`config.mk`:
```
export PLATFORM = sky130hd
export DESIGN_NAME = conv3x3
export DESIGN_NICKNAME = d
export VERILOG_FILES = /design/src/rtl/conv3x3.sv
export SDC_FILE = /design/constraint.sdc
export NUM_CORES = 2
export LEC_CHECK = 0
export CORE_MARGIN = 1
export CORE_UTILIZATION = 57
export DETAILED_ROUTE_END_ITERATION = 10
export PLACE_DENSITY_LB_ADDON = 0.25
export SYNTH_ARGS = -nofsm -noshare
export SYNTH_HDL_FRONTEND = slang
export SYNTH_SLANG_ARGS = --single-unit
export TNS_END_PERCENT = 50
```
`constraint.sdc`:
```
create_clock -name clk -period 3.9 [get_ports clk]
set_input_delay 0.78 -clock clk [delete_from_list [all_inputs] [get_ports clk]]
set_output_delay 0.78 -clock clk [all_outputs]
set_load 0.05 [all_outputs]
```
`src/rtl/conv3x3.sv`:
```
// rtl/conv3x3.sv - 3-stage pipelined 3x3 convolution MAC with saturating 18-bit output
// Define CONV3X3_RELU_EN to clamp negative results to zero after saturation.
module conv3x3 #(
  parameter int PIPE_LAT = 3
) (
  input  logic        clk,
  input  logic        rst_n,
  input  logic        data_in_valid,
  input  logic [7:0]  data_in_0,
  input  logic [7:0]  data_in_1,
  input  logic [7:0]  data_in_2,
  input  logic [7:0]  data_in_3,
  input  logic [7:0]  data_in_4,
  input  logic [7:0]  data_in_5,
  input  logic [7:0]  data_in_6,
  input  logic [7:0]  data_in_7,
  input  logic [7:0]  data_in_8,
  input  logic        weight_en,
  input  logic [7:0]  bias_data,
  input  logic [71:0] weights_data,
  output logic        data_out_valid,
  output logic [17:0] data_out
);

  logic [7:0]         pix [9];
  logic signed [7:0]  w_q [9];
  logic signed [7:0]  bias_q;

  logic signed [16:0] prod_d [9];
  logic signed [16:0] prod_q [9];
  logic signed [7:0]  bias1_q;

  logic signed [18:0] row_d [3];
  logic signed [18:0] row_q [3];
  logic signed [7:0]  bias2_q;

  logic signed [20:0] sum_d;
  logic signed [17:0] sat_d;
  logic signed [17:0] res_d;
  logic signed [17:0] data_out_q;

  logic [PIPE_LAT-1:0] vld_q;

  assign pix[0] = data_in_0;
  assign pix[1] = data_in_1;
  assign pix[2] = data_in_2;
  assign pix[3] = data_in_3;
  assign pix[4] = data_in_4;
  assign pix[5] = data_in_5;
  assign pix[6] = data_in_6;
  assign pix[7] = data_in_7;
  assign pix[8] = data_in_8;

  function automatic logic signed [18:0] ext19(input logic signed [16:0] p);
    return {{2{p[16]}}, p};
  endfunction

  function automatic logic signed [20:0] ext21(input logic signed [18:0] r);
    return {{2{r[18]}}, r};
  endfunction

  // Kernel registers update at the same edge the current window is sampled,
  // so a window coinciding with weight_en still sees the old kernel.
  always_ff @(posedge clk or negedge rst_n) begin
    if (!rst_n) begin
      for (int k = 0; k < 9; k++) w_q[k] <= '0;
      bias_q <= '0;
    end else if (weight_en) begin
      for (int k = 0; k < 9; k++) w_q[k] <= weights_data[71-8*k -: 8];
      bias_q <= bias_data;
    end
  end

  always_comb begin
    for (int k = 0; k < 9; k++) begin
      prod_d[k] = $signed({9'b0, pix[k]}) * $signed({{9{w_q[k][7]}}, w_q[k]});
    end
  end

  // Bias travels with its window so a reload never affects results in flight.
  always_ff @(posedge clk or negedge rst_n) begin
    if (!rst_n) begin
      for (int k = 0; k < 9; k++) prod_q[k] <= '0;
      bias1_q <= '0;
    end else begin
      for (int k = 0; k < 9; k++) prod_q[k] <= prod_d[k];
      bias1_q <= bias_q;
    end
  end

  always_comb begin
    for (int r = 0; r < 3; r++) begin
      row_d[r] = ext19(prod_q[3*r]) + ext19(prod_q[3*r+1]) + ext19(prod_q[3*r+2]);
    end
  end

  always_ff @(posedge clk or negedge rst_n) begin
    if (!rst_n) begin
      for (int r = 0; r < 3; r++) row_q[r] <= '0;
      bias2_q <= '0;
    end else begin
      for (int r = 0; r < 3; r++) row_q[r] <= row_d[r];
      bias2_q <= bias1_q;
    end
  end

  always_comb begin
    sum_d = ext21(row_q[0]) + ext21(row_q[1]) + ext21(row_q[2])
          + {{13{bias2_q[7]}}, bias2_q};
    sat_d = sum_d[17:0];
    if (sum_d > 21'sd131071) begin
      sat_d = 18'sd131071;
    end else if (sum_d < -21'sd131072) begin
      sat_d = -18'sd131072;
    end
`ifdef CONV3X3_RELU_EN
    res_d = sat_d[17] ? '0 : sat_d;
`else
    res_d = sat_d;
`endif
  end

  // Output register only loads on a valid result so it holds between windows.
  always_ff @(posedge clk or negedge rst_n) begin
    if (!rst_n) begin
      data_out_q <= '0;
    end else if (vld_q[PIPE_LAT-2]) begin
      data_out_q <= res_d;
    end
  end

  always_ff @(posedge clk or negedge rst_n) begin
    if (!rst_n) begin
      vld_q <= '0;
    end else begin
      vld_q <= {vld_q[PIPE_LAT-2:0], data_in_valid};
    end
  end

  assign data_out_valid = vld_q[PIPE_LAT-1];
  assign data_out       = data_out_q;

endmodule

```
* Yosys cells after proc, flatten, opt, wreduce, memory -nomap -nowiden
Index checks and enable logic that the tools add are counted.
Word-level totals: bits of input ports 156, output and inout port bits 19, flip-flop bits (word level) 327, word-level logic and storage cells 48
Cells by class: magnitude comparators 2, multiply operators 9, add/sub/neg operators 9, mux-type cells 2
Operators with widths (count):
- 9-bit by 8-bit multiplier with 17-bit output | 9
- 18-bit by 17-bit adder with 19-bit output | 3
- 17-bit by 17-bit adder with 18-bit output | 3
- 18-bit 2-to-1 mux | 2
- 20-bit by 19-bit adder with 21-bit output | 1
- 21-bit adder | 1
- 21-bit by 18-bit greater-than comparator with 1-bit output (second input constant) | 1
- 21-bit by 18-bit less-than comparator with 1-bit output (second input constant) | 1
- 19-bit by 19-bit adder with 20-bit output | 1

* Logic depth before layout (Yosys ltp)
depth after elaboration 6, mapped depth 18, gate-level depth less buffers 18

* Worst setup path before layout
OpenSTA, ideal clock, no wires.
path kind input-to-reg, from input data_in_8[3], to register prod_q[16] (netlist name), buffers on the path 0, setup time 0.125 ns, data required time 3.775 ns, path slack -0.742 ns, stages on the path 16, arrival 4.517 ns, cell sequence and2_1 > fa_1 > inv_1 > fa_1 > fa_1 > fa_1 > inv_1 > ha_1 > nor2b_1 > o21ai_0 > a21boi_0 > o21ai_0 > a21oi_1 > a41o_1 > o41a_1 > xnor2_1
RTL lines:
- from (decl) | RTL line 17 | input logic [7:0] data_in_8,
- to (decl) | RTL line 30 | logic signed [16:0] prod_q [9];

==> run_summary.xml <==
<?xml version="1.0" encoding="UTF-8"?>
<metrics>
  <group name="drt">
    <metric name="drt_wl_total" unit="um">81800</metric>
    <metric name="via_count_normalized_by_instance_count" unit="">5.27</metric>
    <metric name="postRouteAntennaNets" unit="">0</metric>
    <metric name="detailedRoute.firstPassIterationCount" unit="">9</metric>
    <metric name="avgRoutedWirePerCell" unit="um">16.8</metric>
    <metric name="drt_iter0_markers" unit="">1055</metric>
    <metric name="detail_route.drc_violations" unit="">20</metric>
    <metric name="via_count" unit="">25600</metric>
  </group>
  <group name="placed_design">
    <metric name="detailedPlacementHpwl" unit="um">61400</metric>
    <metric name="gp_congestion" unit="">0.912</metric>
    <metric name="placement.io_buffers" unit="">174</metric>
  </group>
  <group name="logic_synthesis">
    <metric name="synth-edff-count" unit="">0</metric>
    <metric name="synth_most_common_cell" unit="">sky130_fd_sc_hd__inv_1</metric>
    <metric name="synthesis_stage_register_bit_count" unit="">327</metric>
    <metric name="synth_common_cells" unit="">sky130_fd_sc_hd__inv_1 (619), sky130_fd_sc_hd__ha_1 (458), sky130_fd_sc_hd__fa_1 (426)</metric>
    <metric name="asyncSetResetFlopFracSynth" unit="">1.00</metric>
    <metric name="synth.top_cells.by_area" unit="">sky130_fd_sc_hd__fa_1 (25%), sky130_fd_sc_hd__dfrtp_1 (24%), sky130_fd_sc_hd__ha_1 (17%)</metric>
    <metric name="synth_seq_area_share" unit="">0.239</metric>
    <metric name="synth_flop_cell" unit="">sky130_fd_sc_hd__dfrtp_1</metric>
    <metric name="netlist_instances" unit="">3375</metric>
    <metric name="avg_cell_area_syn" unit="sq um">10.1</metric>
    <metric name="count_of_different_cell_masters_after_synthesis" unit="">69</metric>
    <metric name="synth.largest_area_cell" unit="">sky130_fd_sc_hd__fa_1</metric>
    <metric name="netlist.area_leader.share" unit="">0.249</metric>
    <metric name="yosysWarningCount" unit="">0</metric>
    <metric name="syn_nets" unit="">4415</metric>
    <metric name="synth.cell_area" unit="sq um">34200</metric>
  </group>
  <group name="worst_setup_path">
    <metric name="timing.critical_path.to_type" unit="">register</metric>
    <metric name="timing.setup.critical_path_class" unit="">in2reg</metric>
    <metric name="crit_start" unit="">data_in_2[4]</metric>
    <metric name="path_max_fanout" unit="">6</metric>
    <metric name="required" unit="ps">4390</metric>
    <metric name="setup.worst_path.start_class" unit="">primary input</metric>
    <metric name="cp.arrival" unit="ps">4740</metric>
    <metric name="reg2reg_from" unit="">w_q[52]</metric>
  </group>
  <group name="floorplan">
    <metric name="start_util" unit="">0.579</metric>
    <metric name="top_level_pins" unit="">175</metric>
    <metric name="design.die.area" unit="sq um">61000</metric>
    <metric name="rows" unit="">89</metric>
    <metric name="die_width" unit="um">247</metric>
    <metric name="floorplan.die.height" unit="um">247</metric>
    <metric name="core-area" unit="sq um">59100</metric>
  </group>
  <group name="clock_network">
    <metric name="cts-hold-fix-buffers" unit="">0</metric>
    <metric name="clock_tree.buffer_depth" unit="">3</metric>
    <metric name="cts_tree" unit="">yes</metric>
    <metric name="numCtsBuffers" unit="">42</metric>
    <metric name="htree_levels" unit="">2</metric>
    <metric name="clock_sinks" unit="">327</metric>
    <metric name="clk_root_buffer_cell" unit="">sky130_fd_sc_hd__clkbuf_16</metric>
    <metric name="clk_pin_slew" unit="ps">60</metric>
    <metric name="clock_latency" unit="ps">580</metric>
  </group>
  <group name="grt">
    <metric name="initial_antenna_violation_count" unit="">4</metric>
    <metric name="grt_usage" unit="">0.272</metric>
    <metric name="grt_start_max_net_pins" unit="">90</metric>
    <metric name="grt_overflow_total" unit="">0</metric>
    <metric name="grt_pass1_wl" unit="um">132000</metric>
    <metric name="grt_pass1_vias" unit="">27000</metric>
  </group>
  <group name="status">
    <metric name="failing_checks" unit="">design-rule violations, negative setup slack</metric>
    <metric name="result_of_the_run" unit="">complete, but fails checks</metric>
  </group>
  <group name="timing">
    <metric name="rsz0062_at_grt" unit="">true</metric>
    <metric name="setup_viol" unit="">50</metric>
    <metric name="finalHoldViolCount" unit="">0</metric>
    <metric name="worst_slew_margin_rel" unit="">0.471</metric>
    <metric name="final.setup_skew" unit="ps">29.0</metric>
    <metric name="setup_slack" unit="ps">-355</metric>
    <metric name="fin_crit_sh" unit="">1.09</metric>
    <metric name="max_clock_freq" unit="GHz">0.235</metric>
    <metric name="drv_slew" unit="">0</metric>
    <metric name="tightest_slew" unit="ps">794</metric>
    <metric name="finalWorstPathRequiredPeriod" unit="ps">4260</metric>
  </group>
  <group name="cells_and_area">
    <metric name="synthToLayoutAreaGrowth" unit="%">29.4</metric>
    <metric name="fin_nets" unit="">5090</metric>
    <metric name="drive_above_1_share" unit="">0.294</metric>
    <metric name="final_util" unit="">0.749</metric>
  </group>
  <group name="worst_hold_path">
    <metric name="hold_path_class" unit="">in2async</metric>
  </group>
  <group name="job">
    <metric name="drv_cap" unit="">0</metric>
  </group>
</metrics>
==> worst paths after layout <==
path / end / slack [ps] / cells past startpoint
min reg2reg: bias2_q[5] / 350 / 0
max in group asynchronous: w_q[40] / 2700 / 2
max: prod_q[118] / -360 / 17
min: w_q[13] / 230 / 1
max reg2reg: prod_q[118] / -340 / 16
min in group clk: bias2_q[5] / 350 / 0
==> layout make-up <==
class | instances | area [sq um]
Timing Repair Buffer | 668 | 5620
Tap cell | 773 | 967
Clock inverter | 27 | 404
Fill cell | 3938 | 14900
Inverter | 619 | 2330
Antenna cell | 2 | 5.00
Clock buffer | 50 | 1150
Sequential cell | 327 | 8240
Multi-Input combinational cell | 2392 | 25600
==> flip-flops by register name, summed over array words and instances, names as in the netlist <==
| signal | flops |
|---|---|
| w_q | 72 |
| prod_q | 153 |
| data_out | 18 |
| vld_q | 3 |
| bias_q | 8 |
| row_q | 57 |
| bias2_q | 8 |
| bias1_q | 8 |
==> per-stage QoR <==
stage / hold slack (ps) / TNS, ps / worst slack, ps / cells / cell area, sq um
6_report: 230 / -8140 / -355 / 4858 / 44300
5_1_grt: 275 / -16930 / -515 / 4858 / 44300
4_1_cts: 260 / -6470 / -349 / 4819 / 43100
3_5_place_dp: 336 / -84320 / -1330 / 4668 / 40300
3_3_place_gp: 333 / -80090 / -1250 / 4668 / 40300
2_1_floorplan: 331 / -10470 / -459 / 3375 / 34800
==> metal layers <==
metal,GRT usage,routed length (um),vias to the layer above
met5,0,23,-
met3,0.0466,3720,170
li1,-,-,12100
met4,0.0826,2610,4
met1,0.358,34800,12900
met2,0.459,40600,484
==> what timing repair did <==
| item | CTS | global route |
|---|---|---|
| pin swaps | 208 | 179 |
| endpoints found under the setup margin | 87 | 83 |
| cloned | 0 | 1 |
| hold endpoints to repair | 0 | 0 |
| resized for setup | 405 | 225 |
| buffers inserted | 76 | 36 |
==> cells by family after synthesis <==
| kind of cell | count (synthesis) | synth area share |
|---|---|---|
| buffers and inverters | 656 | 0.0724 |
| multiplexers | 74 | 0.0243 |
| flip-flops | 327 | 0.239 |
| adder cells (fa/ha/maj) | 884 | 0.417 |
| AO/OA/AOI/OAI | 327 | 0.0663 |
| AND/OR/NAND/NOR | 959 | 0.143 |
| XOR/XNOR | 148 | 0.0379 |
==> layout by cell type (no fill, tap or decap), types with 47 or more instances in the layout <==
| cell | instances |
|---|---|
| sky130_fd_sc_hd__a21oi_1 | 65 |
| sky130_fd_sc_hd__and2_1 | 236 |
| sky130_fd_sc_hd__and2_4 | 69 |
| sky130_fd_sc_hd__buf_4 | 439 |
| sky130_fd_sc_hd__buf_6 | 48 |
| sky130_fd_sc_hd__clkdlybuf4s50_1 | 100 |
| sky130_fd_sc_hd__dfrtp_1 | 280 |
| sky130_fd_sc_hd__dfrtp_2 | 47 |
| sky130_fd_sc_hd__fa_1 | 399 |
| sky130_fd_sc_hd__ha_1 | 381 |
| sky130_fd_sc_hd__ha_4 | 59 |
| sky130_fd_sc_hd__inv_1 | 549 |
| sky130_fd_sc_hd__inv_2 | 69 |
| sky130_fd_sc_hd__mux2_2 | 73 |
| sky130_fd_sc_hd__nand2_1 | 274 |
| sky130_fd_sc_hd__nand2b_1 | 50 |
| sky130_fd_sc_hd__nor2_1 | 113 |
| sky130_fd_sc_hd__xnor2_1 | 122 |
==> worst max-delay path, cell delays in order <==
cell                              delay, ps
sky130_fd_sc_hd__clkdlybuf4s15_2        240
sky130_fd_sc_hd__and2_4                 180
sky130_fd_sc_hd__fa_1                   470
sky130_fd_sc_hd__ha_1                   320
sky130_fd_sc_hd__inv_2                   50
sky130_fd_sc_hd__fa_1                   510
sky130_fd_sc_hd__fa_1                   530
sky130_fd_sc_hd__inv_2                   50
sky130_fd_sc_hd__ha_4                   210
sky130_fd_sc_hd__nor2b_4                120
sky130_fd_sc_hd__o21ai_2                150
sky130_fd_sc_hd__a21boi_2                90
sky130_fd_sc_hd__o21ai_2                180
sky130_fd_sc_hd__a21oi_2                 90
sky130_fd_sc_hd__a41o_1                 220
sky130_fd_sc_hd__o41ai_2                340
sky130_fd_sc_hd__xnor2_1                200
Power is left out: the tool's default activity adds up to more than one toggle a clock period on the data nets, which glitch-free logic cannot reach.
